### config.mk
export PLATFORM = sky130hd
export DESIGN_NAME = countdown_sequencer_flat
export DESIGN_NICKNAME = d
export VERILOG_FILES = /design/src/rtl/countdown_sequencer_if.sv /design/src/rtl/countdown_sequencer.sv /design/src/flat_wrapper.sv
export SDC_FILE = /design/constraint.sdc
export NUM_CORES = 1
export LEC_CHECK = 0
export ABC_CLOCK_PERIOD_IN_PS = 1940
export CAP_MARGIN = 15
export CORE_MARGIN = 3
export CORE_UTILIZATION = 30
export CTS_CLUSTER_DIAMETER = 120
export DETAILED_ROUTE_END_ITERATION = 6
export GPL_TIMING_DRIVEN = 0
export PLACE_DENSITY_LB_ADDON = 0.25
export SLEW_MARGIN = 0
export SYNTH_ARGS = -nofsm -noshare
export SYNTH_HDL_FRONTEND = slang
export SYNTH_SLANG_ARGS = --single-unit
### constraint.sdc
create_clock -name clk -period 1.94 [get_ports clk]
set_input_delay 0.485 -clock clk [delete_from_list [all_inputs] [get_ports clk]]
set_output_delay 0.485 -clock clk [all_outputs]
set_load 0.02 [all_outputs]
### src/rtl/countdown_sequencer_if.sv
// Command/status bundle for countdown_sequencer: control inputs from the
// surrounding logic and the observed count/status outputs.
interface countdown_sequencer_if #(
  parameter int WIDTH = 3
);
  logic             start;
  logic [WIDTH-1:0] load_val;
  logic             reload;
  logic             hold;
  logic             abort;
  logic [WIDTH-1:0] q;
  logic             busy;
  logic             paused;
  logic             done;

  modport master (
    output start, load_val, reload, hold, abort,
    input  q, busy, paused, done
  );

  modport slave (
    input  start, load_val, reload, hold, abort,
    output q, busy, paused, done
  );
endinterface

### src/rtl/countdown_sequencer.sv
// Prescaled down counter with start/hold/abort control, optional auto-reload
// and a registered one-cycle done pulse at terminal count.
module countdown_sequencer #(
  parameter int WIDTH    = 3,
  parameter int PRESCALE = 1
) (
  input  logic                  clk,
  input  logic                  rst,
  countdown_sequencer_if.slave  bus
);

  typedef enum logic [1:0] {
    S_IDLE   = 2'd0,
    S_RUN    = 2'd1,
    S_PAUSED = 2'd2
  } state_t;

  localparam logic [7:0]       PS_LAST = 8'(PRESCALE - 1);
  localparam logic [WIDTH-1:0] ONE     = WIDTH'(1);

  state_t           state_reg, state_next;
  logic [WIDTH-1:0] q_reg, q_next;
  logic [7:0]       presc_reg, presc_next;
  logic [WIDTH-1:0] latch_val_reg, latch_val_next;
  logic             latch_mode_reg, latch_mode_next;
  logic             done_reg, done_next;
  logic             tick;

  assign tick = (presc_reg == PS_LAST);

  always_ff @(posedge clk) begin
    if (rst) begin
      state_reg      <= S_IDLE;
      q_reg          <= '0;
      presc_reg      <= '0;
      latch_val_reg  <= '0;
      latch_mode_reg <= 1'b0;
      done_reg       <= 1'b0;
    end else begin
      state_reg      <= state_next;
      q_reg          <= q_next;
      presc_reg      <= presc_next;
      latch_val_reg  <= latch_val_next;
      latch_mode_reg <= latch_mode_next;
      done_reg       <= done_next;
    end
  end

  always_comb begin
    state_next      = state_reg;
    q_next          = q_reg;
    presc_next      = presc_reg;
    latch_val_next  = latch_val_reg;
    latch_mode_next = latch_mode_reg;
    done_next       = 1'b0;

    if (bus.abort) begin
      state_next = S_IDLE;
      q_next     = '0;
      presc_next = '0;
    end else begin
      case (state_reg)
        S_IDLE: begin
          if (bus.start) begin
            if (bus.load_val == '0) begin
              done_next = 1'b1;
              q_next    = '0;
            end else begin
              q_next          = bus.load_val;
              latch_val_next  = bus.load_val;
              latch_mode_next = bus.reload;
              presc_next      = '0;
              state_next      = S_RUN;
            end
          end
        end
        // The releasing edge of a pause counts like a RUN edge, so a hold of
        // h cycles shifts every later tick by exactly h cycles.
        S_RUN, S_PAUSED: begin
          if (bus.hold) begin
            state_next = S_PAUSED;
          end else begin
            state_next = S_RUN;
            if (tick) begin
              presc_next = '0;
              if (q_reg > ONE) begin
                q_next = q_reg - ONE;
              end else begin
                done_next = 1'b1;
                if (latch_mode_reg) begin
                  q_next = latch_val_reg;
                end else begin
                  q_next     = '0;
                  state_next = S_IDLE;
                end
              end
            end else begin
              presc_next = presc_reg + 8'd1;
            end
          end
        end
        default: begin
          state_next = S_IDLE;
          q_next     = '0;
          presc_next = '0;
        end
      endcase
    end
  end

  assign bus.q      = q_reg;
  assign bus.busy   = (state_reg == S_RUN) || (state_reg == S_PAUSED);
  assign bus.paused = (state_reg == S_PAUSED);
  assign bus.done   = done_reg;

endmodule

### src/flat_wrapper.sv
// flat-port wrapper written by rule: the top's interface ports become plain ports
module countdown_sequencer_flat 
#(
  parameter int WIDTH    = 3,
  parameter int PRESCALE = 1
)
  (clk, rst, bus_start, bus_load_val, bus_reload, bus_hold, bus_abort, bus_q, bus_busy, bus_paused, bus_done);
  countdown_sequencer_if #(.WIDTH(WIDTH)) bus_i ();
  input  logic clk;
  input  logic rst;
  input wire logic [$bits(bus_i.start)-1:0] bus_start;
  input wire logic [$bits(bus_i.load_val)-1:0] bus_load_val;
  input wire logic [$bits(bus_i.reload)-1:0] bus_reload;
  input wire logic [$bits(bus_i.hold)-1:0] bus_hold;
  input wire logic [$bits(bus_i.abort)-1:0] bus_abort;
  output wire logic [$bits(bus_i.q)-1:0] bus_q;
  output wire logic [$bits(bus_i.busy)-1:0] bus_busy;
  output wire logic [$bits(bus_i.paused)-1:0] bus_paused;
  output wire logic [$bits(bus_i.done)-1:0] bus_done;
  assign bus_i.start = bus_start;
  assign bus_i.load_val = bus_load_val;
  assign bus_i.reload = bus_reload;
  assign bus_i.hold = bus_hold;
  assign bus_i.abort = bus_abort;
  assign bus_q = bus_i.q;
  assign bus_busy = bus_i.busy;
  assign bus_paused = bus_i.paused;
  assign bus_done = bus_i.done;
  countdown_sequencer #(.WIDTH(WIDTH), .PRESCALE(PRESCALE)) u_core (.clk(clk), .rst(rst), .bus(bus_i));
endmodule
==> run metrics <==
Iter 0 DRT Violations 44; io pins 15; setup violators final 0; Area contributors post-synth dfxtp_1 (34%), ha_1 (8.2%), nor2b_1 (4.7%); Psw approximately 0.00023 W; area leader, netlist dfxtp_1; Final HPWL DP 1800 um; GRT overflow 0; worst clock skew 1.55 ps; Clk network pwr share 0.249; pwr/cell area 572 nW/um2; relative slew slack 0.613; postcts setup bufs 0; final instance area between 1000 and 1500 um2; Syn Area/Cell 8.73 um2; P_int around 0.00054 W; DRC violation count after routing 0; initial core utilization 0.314; hold_buf cts 0; Combinational Power Share 0.244; clk root buf clkbuf_4; CP peak stage delay 410 ps; Fmax approximately 540 MHz; ANT nets after route 0; Setup Crit Path Kind register to register; core area approximately 3400 um2; syn nets 138; Final Hold Violating Endpoints 0; die height ~66 um; #FFs+latches synth 18; unrepaired setup endpoints after global routing yes; Synth cell types 41; Crit. End Element register; Net count, final between 150 and 200; largest net degree at the start of global routing 11; first-pass GRT wire length 4280 um; Vias/cell between 5 and 6; Crit Path Max Fanout 9; CTS tree built; family with the most delay on the worst path simple AND/OR/NAND/NOR gates; drt pass-1 iters 4; Vias 958; async set-reset flop share out of synthesis 0; clock latency on the worst-skew pair between 200 and 300 ps; crit start category register; Worst Path Buf+Inv 1; CP required 2170 ps; max_cap viols 0; CP arrival 2090 ps; sequential fraction of the synthesis area 0.338; Hold Worst Slack 508 ps; status finished clean; mapped cell area about 1100 um2; cell count after synthesis about 120; clock sinks 18; Die X-Extent 65.6 um; worst r2r path cells 6; ANT cells 0; Port-buffer cells 14; fin. max-slew vios 0; Final Util 0.399; initial antenna violation count 0; hold crit path type register to register; slowest stage cell, crit path or3b_4; crit share post-route 0.957; top cell type's share of synthesized area 0.338; area post-placement 1270 um2; die footprint 4300 um2; GRT Resource Usage Total 0.124; switch share 0.297; Power Total 0.000774 W; clk buf depth 2; synth warn 0; CP Cell Sequence inv_1 -> ha_4 -> and2_2 -> or2_2 -> or3b_4 -> o21ai_1; WL final around 2400 um; max FFs per register 8; layout cells sized above 1 0.181; row count 21; CTS Buf Count 3; WL/cell 13.0 um; sequential fraction of design power 0.507; Tmin final between 1500 and 2000 ps; GP Congestion about 0.84; htree depth 1; Post-synth EDFFs 0; vias in the first global route 983; maximum vdd drop 238 uV; clock slew at reported path FFs roughly 110 ps; worst hold path depth 1; worst-margin pin slew between 500 and 600 ps; most frequently used flop master after synthesis dfxtp_1; Lkg Pwr 0.541 nW; Area Growth Syn to Fin 27.1%; pre-CTS setup slack -526 ps; Final WS setup 84.3 ps; Stages on worst setup path 6
-- layout make-up --
| class | count | area [um2] |
|---|---|---|
| flip-flops and latches | 18 | 364 |
| fillers | 339 | 2040 |
| clock buffers | 3 | 22.5 |
| multi-input cells | 94 | 737 |
| well taps | 46 | 57.6 |
| inverters | 9 | 33.8 |
| repair buffers | 14 | 139 |
-- kinds of logic after synthesis --
kind of cell	Yosys count	share of synthesized area
AO/OA/AOI/OAI	36	0.261
adder cells (fa/ha/maj)	7	0.0823
buffers and inverters	10	0.0352
flip-flops	18	0.338
multiplexers	3	0.0282
AND/OR/NAND/NOR	48	0.255
-- worst paths after layout --
check / end / start / slack (ps)
max: u_core.bus.q[2] / u_core.state_reg[0] / 80
min: u_core.state_reg[0] / u_core.state_reg[0] / 510
max reg2reg: u_core.bus.q[2] / u_core.state_reg[0] / 80
min reg2reg: u_core.state_reg[0] / u_core.state_reg[0] / 510
-- layer usage --
metal | up-vias | track usage | part of all wire
li1 | 485 | - | -
met1 | 449 | 0.160 | 0.48
met2 | 22 | 0.206 | 0.47
met3 | 2 | 0.0325 | 0.040
met4 | 0 | 0.0285 | 0.0055
met5 | - | 0 | 0
-- power groups by stage --
stage | logic [W] | clock network (W) | registers, W
2_1_floorplan | 0.000105 | 0 | 0.000402
3_3_place_gp | 0.000166 | 0 | 0.000401
3_5_place_dp | 0.000167 | 0 | 0.000400
4_1_cts | 0.000188 | 0.000198 | 0.000392
5_1_grt | 0.000209 | 0.000209 | 0.000395
6_report | 0.000188 | 0.000193 | 0.000393
-- placed cells by master, fill, tap and decap left out, types with 2 or more instances in the layout --
master,count
nand4_1,2
dlygate4sd2_1,2
inv_1,8
mux2i_1,3
o21ai_1,3
dfxtp_1,15
nand2_1,4
dfxtp_2,3
nor2_1,10
o21ai_0,7
clkdlybuf4s50_1,11
a32oi_1,2
nand3_1,2
o211a_1,2
nor2b_1,7
or3_1,2
nor3_1,6
a22o_1,5
and3_1,3
ha_1,6
clkbuf_4,3
o211ai_1,3
-- Yosys cell counts (2+ instances only) --
cell type,number
nand2_1,4
nor2_1,12
o21ai_0,7
o21ai_1,3
o211a_1,2
ha_1,7
o211ai_1,3
a22o_1,5
nor2b_1,8
nand3_1,2
or3_1,2
nand4_1,2
nor3_1,6
inv_1,9
nor4b_1,2
a32oi_1,2
mux2i_1,3
dfxtp_1,18
and3_1,3
-- timing repair --
item,CTS,global route
gates resized for setup,16,5
endpoints found under the hold margin,0,0
endpoints found under the setup margin,13,10
pin swaps,0,2
-- through the flow --
step                cells  TNS, ps
floorplan             122    -15.5
global placement      182    -4220
detailed placement    182    -4700
CTS                   184        0
global route          184    -3.00
finish                184        0
Note: power is estimated with default switching activity, not from simulation.
